[src/rtl/sdram_pkg.sv]
// Shared widths and FSM encoding for the SDRAM write-burst path.
// Imported by the burst controller and its bus interface.
package sdram_pkg;

  localparam int DATA_W = 16;
  localparam int ADDR_W = 24;

  typedef enum logic [1:0] {
    IDLE,
    REQ,
    DATA,
    DONE
  } wr_burst_st_e;

endpackage : sdram_pkg

[src/rtl/sdram_wr_burst_ctrl_if.sv]
// FIFO-read and command-stage signals of the write-burst controller, bundled.
// master = the controller; slave = the FIFO / command-stage side.
interface sdram_wr_burst_ctrl_if
  import sdram_pkg::*;
#(
  parameter int DW = DATA_W,
  parameter int AW = ADDR_W,
  parameter int CNT_W = 8,
  parameter int LEN_W = 4
);

  logic [CNT_W-1:0] fifo_data_num_i;
  logic             fifo_rd_en_o;
  logic [DW-1:0]    fifo_rd_data_i;
  logic             wr_req_o;
  logic [AW-1:0]    wr_addr_o;
  logic [LEN_W-1:0] wr_len_o;
  logic             wr_ack_i;
  logic             wr_data_req_i;
  logic [DW-1:0]    wr_data_o;
  logic             wr_data_vld_o;

  modport master (
    input  fifo_data_num_i, fifo_rd_data_i, wr_ack_i, wr_data_req_i,
    output fifo_rd_en_o, wr_req_o, wr_addr_o, wr_len_o, wr_data_o, wr_data_vld_o
  );

  modport slave (
    output fifo_data_num_i, fifo_rd_data_i, wr_ack_i, wr_data_req_i,
    input  fifo_rd_en_o, wr_req_o, wr_addr_o, wr_len_o, wr_data_o, wr_data_vld_o
  );

endinterface : sdram_wr_burst_ctrl_if

[src/rtl/sdram_wr_burst_ctrl.sv]
// Pops BURST_LEN-word bursts (or a flushed partial burst) from the write FIFO and
// hands them to the SDRAM command stage at wrapping addresses inside a window.
module sdram_wr_burst_ctrl
  import sdram_pkg::*;
#(
  parameter int CNT_W     = 8,
  parameter int BURST_LEN = 8,
  parameter int LEN_W     = 4
) (
  input  logic                  sys_clk,
  input  logic                  sys_rst_n,
  input  logic                  wr_enable_i,
  input  logic                  flush_i,
  input  logic [ADDR_W-1:0]     wr_base_addr_i,
  input  logic [ADDR_W-1:0]     wr_end_addr_i,
  output logic                  busy_o,
  output logic                  err_o,
  sdram_wr_burst_ctrl_if.master bus
);

  localparam logic [ADDR_W:0]  BURST_SPAN = (ADDR_W + 1)'(BURST_LEN);
  localparam logic [LEN_W-1:0] BURST_CNT  = LEN_W'(BURST_LEN);

  wr_burst_st_e state, state_next;

  logic              addr_vld;
  logic [ADDR_W-1:0] addr;
  logic [LEN_W-1:0]  len;
  logic [LEN_W-1:0]  remain;
  logic              data_vld;
  logic              flush_pend;
  logic              err;

  logic [ADDR_W-1:0] cur_addr;
  logic [ADDR_W:0]   span;
  logic [LEN_W-1:0]  len_full;
  logic [LEN_W-1:0]  len_pick;
  logic              fifo_has_full;
  logic              fifo_nonempty;
  logic [ADDR_W:0]   next_addr_sum;
  logic              start_burst;
  logic              req;
  logic              rd_en;
  logic              req_bad;

  // Until the base has been captured after reset, the window start is used directly.
  assign cur_addr = addr_vld ? addr : wr_base_addr_i;

  // Words left before the window end; an address past the end reads as a huge span.
  assign span = {1'b0, wr_end_addr_i} - {1'b0, cur_addr} + (ADDR_W + 1)'(1);
  assign len_full = (span >= BURST_SPAN) ? BURST_CNT : span[LEN_W-1:0];

  assign fifo_has_full = bus.fifo_data_num_i >= CNT_W'(len_full);
  assign fifo_nonempty = bus.fifo_data_num_i != '0;
  assign len_pick      = fifo_has_full ? len_full : LEN_W'(bus.fifo_data_num_i);

  assign next_addr_sum = {1'b0, addr} + (ADDR_W + 1)'(len);

  // A data request is legal only while words of the current burst remain.
  assign req_bad = bus.wr_data_req_i && !((state == DATA) && (remain != '0));

  always_ff @(posedge sys_clk) begin
    // NOTE: sequential state uses non-blocking assignments so every register samples
    // pre-edge values regardless of statement order.
    if (!sys_rst_n) begin
      state <= IDLE;
    end else begin
      state <= state_next;
    end
  end

  always_comb begin
    // NOTE: every signal driven here gets a default first, so no path through the
    // case statement can leave one unassigned and infer a latch.
    state_next  = state;
    start_burst = 1'b0;
    req         = 1'b0;
    rd_en       = 1'b0;
    unique case (state)
      IDLE: begin
        if (wr_enable_i && (fifo_has_full || (flush_pend && fifo_nonempty))) begin
          start_burst = 1'b1;
          state_next  = REQ;
        end
      end
      REQ: begin
        req = 1'b1;
        if (bus.wr_ack_i) begin
          state_next = DATA;
        end
      end
      DATA: begin
        rd_en = bus.wr_data_req_i && (remain != '0);
        // remain reaches zero only on a pop, so its last word is on wr_data_o now.
        if (remain == '0) begin
          state_next = DONE;
        end
      end
      DONE: begin
        state_next = IDLE;
      end
      default: begin
        state_next = IDLE;
      end
    endcase
  end

  always_ff @(posedge sys_clk) begin
    if (!sys_rst_n) begin
      addr_vld   <= 1'b0;
      addr       <= '0;
      len        <= '0;
      remain     <= '0;
      data_vld   <= 1'b0;
      flush_pend <= 1'b0;
      err        <= 1'b0;
    end else begin
      if (!addr_vld) begin
        addr_vld <= 1'b1;
        addr     <= wr_base_addr_i;
      end else if (state == DONE) begin
        addr <= (next_addr_sum > {1'b0, wr_end_addr_i}) ? wr_base_addr_i
                                                        : next_addr_sum[ADDR_W-1:0];
      end

      if (start_burst) begin
        len    <= len_pick;
        remain <= len_pick;
      end else if (rd_en) begin
        remain <= remain - LEN_W'(1);
      end

      data_vld <= rd_en;

      // A new flush pulse wins over the clear from a burst starting the same cycle.
      if (flush_i) begin
        flush_pend <= 1'b1;
      end else if (start_burst) begin
        flush_pend <= 1'b0;
      end

      if (req_bad) begin
        err <= 1'b1;
      end
    end
  end

  assign bus.fifo_rd_en_o  = sys_rst_n && rd_en;
  assign bus.wr_req_o      = req;
  assign bus.wr_addr_o     = addr;
  assign bus.wr_len_o      = len;
  assign bus.wr_data_o     = data_vld ? bus.fifo_rd_data_i : '0;
  assign bus.wr_data_vld_o = data_vld;
  assign busy_o            = state != IDLE;
  assign err_o             = err;

endmodule : sdram_wr_burst_ctrl

[src/flat_wrapper.sv]
// flat-port wrapper written by rule: the top's interface ports become plain ports
module sdram_wr_burst_ctrl_flat import sdram_pkg::*;
#(
  parameter int CNT_W     = 8,
  parameter int BURST_LEN = 8,
  parameter int LEN_W     = 4
)
  (sys_clk, sys_rst_n, wr_enable_i, flush_i, wr_base_addr_i, wr_end_addr_i, busy_o, err_o, bus_fifo_data_num_i, bus_fifo_rd_data_i, bus_wr_ack_i, bus_wr_data_req_i, bus_fifo_rd_en_o, bus_wr_req_o, bus_wr_addr_o, bus_wr_len_o, bus_wr_data_o, bus_wr_data_vld_o);
  sdram_wr_burst_ctrl_if #(.DW(DATA_W), .AW(ADDR_W), .CNT_W(CNT_W), .LEN_W(LEN_W)) bus_i ();
  input  logic sys_clk;
  input  logic sys_rst_n;
  input  logic wr_enable_i;
  input  logic flush_i;
  input  logic [ADDR_W-1:0] wr_base_addr_i;
  input  logic [ADDR_W-1:0] wr_end_addr_i;
  output logic busy_o;
  output logic err_o;
  input wire logic [$bits(bus_i.fifo_data_num_i)-1:0] bus_fifo_data_num_i;
  input wire logic [$bits(bus_i.fifo_rd_data_i)-1:0] bus_fifo_rd_data_i;
  input wire logic [$bits(bus_i.wr_ack_i)-1:0] bus_wr_ack_i;
  input wire logic [$bits(bus_i.wr_data_req_i)-1:0] bus_wr_data_req_i;
  output wire logic [$bits(bus_i.fifo_rd_en_o)-1:0] bus_fifo_rd_en_o;
  output wire logic [$bits(bus_i.wr_req_o)-1:0] bus_wr_req_o;
  output wire logic [$bits(bus_i.wr_addr_o)-1:0] bus_wr_addr_o;
  output wire logic [$bits(bus_i.wr_len_o)-1:0] bus_wr_len_o;
  output wire logic [$bits(bus_i.wr_data_o)-1:0] bus_wr_data_o;
  output wire logic [$bits(bus_i.wr_data_vld_o)-1:0] bus_wr_data_vld_o;
  assign bus_i.fifo_data_num_i = bus_fifo_data_num_i;
  assign bus_i.fifo_rd_data_i = bus_fifo_rd_data_i;
  assign bus_i.wr_ack_i = bus_wr_ack_i;
  assign bus_i.wr_data_req_i = bus_wr_data_req_i;
  assign bus_fifo_rd_en_o = bus_i.fifo_rd_en_o;
  assign bus_wr_req_o = bus_i.wr_req_o;
  assign bus_wr_addr_o = bus_i.wr_addr_o;
  assign bus_wr_len_o = bus_i.wr_len_o;
  assign bus_wr_data_o = bus_i.wr_data_o;
  assign bus_wr_data_vld_o = bus_i.wr_data_vld_o;
  sdram_wr_burst_ctrl #(.CNT_W(CNT_W), .BURST_LEN(BURST_LEN), .LEN_W(LEN_W)) u_core (.sys_clk(sys_clk), .sys_rst_n(sys_rst_n), .wr_enable_i(wr_enable_i), .flush_i(flush_i), .wr_base_addr_i(wr_base_addr_i), .wr_end_addr_i(wr_end_addr_i), .busy_o(busy_o), .err_o(err_o), .bus(bus_i));
endmodule
[config.mk]
export PLATFORM = sky130hd
export DESIGN_NAME = sdram_wr_burst_ctrl_flat
export DESIGN_NICKNAME = d
export VERILOG_FILES = /design/src/rtl/sdram_pkg.sv /design/src/rtl/sdram_wr_burst_ctrl_if.sv /design/src/rtl/sdram_wr_burst_ctrl.sv /design/src/flat_wrapper.sv
export SDC_FILE = /design/constraint.sdc
export NUM_CORES = 1
export LEC_CHECK = 0
export CAP_MARGIN = 20
export CORE_MARGIN = 3
export CORE_UTILIZATION = 47
export CTS_CLUSTER_SIZE = 10
export DETAILED_ROUTE_END_ITERATION = 8
export PLACE_DENSITY = 0.79
export SKIP_LAST_GASP = 1
export SLEW_MARGIN = 10
export SYNTH_ARGS = -nofsm -noshare
export SYNTH_HDL_FRONTEND = slang
export SYNTH_SLANG_ARGS = --single-unit
[constraint.sdc]
create_clock -name sys_clk -period 5.4 [get_ports sys_clk]
set_input_delay 0.54 -clock sys_clk [delete_from_list [all_inputs] [get_ports sys_clk]]
set_output_delay 0.54 -clock sys_clk [all_outputs]
set_load 0.1 [all_outputs]
==> results.sh, run 1 <==
export IMPL_path_class="in -> reg"
export IMPL_max_stage_delay_ns=0.57
export IMPL_synthArstFlopShare_pct=0
export IMPL_yosysUniqueCellTypes=69
export IMPL_initial_utilization_pct=48.42
export IMPL_fp_dieH_um=114.9
export IMPL_port_buffers=126
export IMPL_min_path_type="reg -> reg"
export IMPL_ctsLongestPathBuffers=2
export IMPL_wire_per_inst_um=19.34
export IMPL_routed_via_density=6.124
export IMPL_tightest_slew_ns=1.016
export IMPL_cap_violations=0
export IMPL_violations="negative setup slack"
export IMPL_drive_above_1_share_pct=27.43
export IMPL_ys_ff_latch=38
export IMPL_grt_start_max_net_pins=31
export IMPL_clk_latency_ns=0.29
export IMPL_cpLargestDelayFamily="simple AND/OR/NAND/NOR gates"
export IMPL_num_vias=6859
export IMPL_regToRegSetupSlack_ns=-0.09
export IMPL_nets=1141
export IMPL_die_w_um=114.9
export IMPL_cp_arrival_ns=5.65
export IMPL_die_area_um2=13210
export IMPL_synth_nets=906
export IMPL_comb_power_share_pct=72.2
export IMPL_hold_buffers=0
export IMPL_crit_path_start_kind="primary input"
export IMPL_r2r_cells=22
export IMPL_clock_sinks=38
export IMPL_ctsHtreeMaxLevel=2
export IMPL_hold_violations=0
export IMPL_synth_edf_count=0
export IMPL_syn_cell_area_um2=5577
export IMPL_wirelength_um=21660
export IMPL_ys_warn_count=0
export IMPL_hold_ws_ns=0.4991
export IMPL_reg2reg_to="u_core.state[1]"
export IMPL_leakagePower_nw=3.721
export IMPL_drc=0
export IMPL_postSynthCellCount=741
export IMPL_power_switching_share_pct=50.10
export IMPL_path_clk_slew_ns=0.06
export IMPL_final_common_cell="buf_4"
export IMPL_seq_power_share_pct=15.8
export IMPL_setup_viol=6
export IMPL_num_antenna_cells=0
export IMPL_cp_depth=21
export IMPL_synth_ff_type="dfxtp_1"
export IMPL_rows=39
export IMPL_intPower_mw=1.263
export IMPL_max_slew_margin_pct=32.05
export IMPL_area_delta_synth_final_pct=58.20
export IMPL_switchingPower_mw=1.268
export IMPL_final_max_slew_viol_count=0
export IMPL_post_route_cell_area_um2=8822
export IMPL_tritoncts="done"
export IMPL_holdPathEnd="u_core.err_o"
export IMPL_finalPower_mw=2.531
export IMPL_worst_ep_required_time_ns=5.56
export IMPL_r2r_start="u_core.addr_vld"
export IMPL_crit_path_end_kind="flip-flop"
export IMPL_setup_ws_ns=-0.08867
export IMPL_status="finished, violations left"
export IMPL_rsz0062_at_grt="true"
export IMPL_fmax_mhz=182.2
export IMPL_power_frac_clock_pct=11.9
export IMPL_vdd_ir_drop_max_mv=0.3894
export IMPL_detail_route_antenna_nets=0
export IMPL_crit_fanout=7
export IMPL_antenna_found_initial=0
export IMPL_ys_seq_area_share_pct=13.64
export IMPL_first_iter_violations=609
export IMPL_critical_path_startpoint="wr_base_addr_i[6]"
export IMPL_grt_pass1_wl_um=33340
export IMPL_cp_cell_sequence="clkdlybuf4s50_1, mux2i_1, buf_4, ha_1, ha_4, inv_1, a22oi_2, and4_1, a311oi_2, or4b_4, or4_4, nor4_4, ha_1, nand2b_4, a21o_1, a21o_1, a211o_1, o21ai_4, a221o_1, mux2i_1, nor2_1"
export IMPL_min_period_over_period_pct=101.6
export IMPL_place_congestion=1.026
export IMPL_finClkSkew_ns=0.009157
export IMPL_path_buf_inv=3
export IMPL_grt_pass1_vias=6697
export IMPL_crit_slowest_cell="or4_4"
export IMPL_grt_overflow=0
export IMPL_place_hpwl_um=16390
export IMPL_min_from="u_core.err_o"
export IMPL_core_area_um2=11520
export IMPL_cts_root_buf="clkbuf_16"
export IMPL_final_cell_mix="buf_4, clkdlybuf4s50_1, ha_1"
export IMPL_synth_area_per_cell_um2=7.526
export IMPL_place_area_um2=7846
export IMPL_finalCriticalPeriod_ns=5.489
export IMPL_boundaryPins=127
export IMPL_p_per_area_nw_per_um2=286.9
export IMPL_firstDrtPassIters=7
export IMPL_hold_depth=1
export IMPL_cts_made_buffers=5
export IMPL_grt_use_total_pct=31.35
## power by group through the flow
stage	Combinational [mW]	Clock, mW	Sequential (mW)
2_1_floorplan	0.827	0	0.586
3_3_place_gp	1.53	0	0.397
3_5_place_dp	1.57	0	0.400
4_1_cts	1.71	0.299	0.397
5_1_grt	1.95	0.316	0.407
6_report	1.83	0.302	0.401
## per-stage QoR
stage               utilization [%]  TNS [ns]  setup WS [ns]  instances
floorplan                         -         0       0.009499        741
global placement              68.13    -5.154        -0.5756       1092
detailed placement            68.13    -6.895        -0.7580       1092
CTS                           74.11  -0.04269       -0.03049       1110
global route                  76.61    -2.079        -0.2738       1120
finish                        76.61   -0.2062       -0.08867       1120
## layer usage
layer  wire length [um]  GRT usage, %  up-vias  part of all wire, %
li1                   -             -     3213                    -
met1               8820         40.24     3216                   41
met2              10420         53.28      372                   48
met3               1637         4.632       58                  7.6
met4                784         11.42        0                  3.6
met5                  0             0        -                    0
## worst max-delay path by stage
| stage | end |
|---|---|
| global route | u_core.state[1] |
| finish | u_core.state[1] |
| floorplan | u_core.state[1] |
| CTS | u_core.state[1] |
| global placement | u_core.state[1] |
| detailed placement | u_core.state[0] |
## area by class of cell
class / count / area, um^2
Inverter: 43 / 161.4
Multi-Input combinational cell: 623 / 5147
Sequential cell: 38 / 804.5
Tap cell: 143 / 178.9
Clock inverter: 3 / 20.02
Fill cell: 823 / 2694
Timing Repair Buffer: 265 / 2385
Clock buffer: 5 / 125.1
## flip-flops by register name (all words and copies together), names as in the netlist
name and count:
u_core.bus.wr_len_o 4, u_core.bus.wr_addr_o 24, u_core.flush_pend 1, u_core.bus.wr_data_vld_o 1
u_core.remain 4, u_core.err_o 1, u_core.addr_vld 1, u_core.state 2
## kinds of logic (layout without fill, tap and decap cells)
logic type               Yosys count  in the layout  synth area share, %
XOR/XNOR                          31             31                4.869
adder cells (fa/ha/maj)           87             87                19.79
buffers and inverters             80            316                5.699
flip-flops                        38             38                13.64
AND/OR/NAND/NOR                  262            262                25.04
multiplexers                      46             46                8.279
AO/OA/AOI/OAI                    197            197                22.68
## Yosys cell counts (16+ instances only)
master / n / area, um^2
and2_1: 23 / 143.9
inv_1: 43 / 161.4
nor3_1: 17 / 85.08
a21oi_1: 59 / 295.3
nand2_1: 54 / 202.7
nor2_1: 56 / 210.2
nand3_1: 28 / 140.1
xnor2_1: 24 / 210.2
o21ai_0: 33 / 165.2
dfxtp_1: 38 / 760.7
clkbuf_1: 24 / 90.09
ha_1: 85 / 1064
mux2i_1: 45 / 450.4
nand4_1: 16 / 100.1
## what timing repair did
item                       4_1_cts  5_1_grt
buffers inserted                 9       10
pin swaps                       37       16
setup endpoints to repair       11       11
resized for setup               87       43
gates cloned                     1        0
Note: power is estimated with default switching activity, not from simulation.
==> run 2, diff against run 1 <==
- RECOVER_POWER: not set -> 25
==> results of run 2 <==
No change in the layout: final DEF, timing and power equal those of run 1.
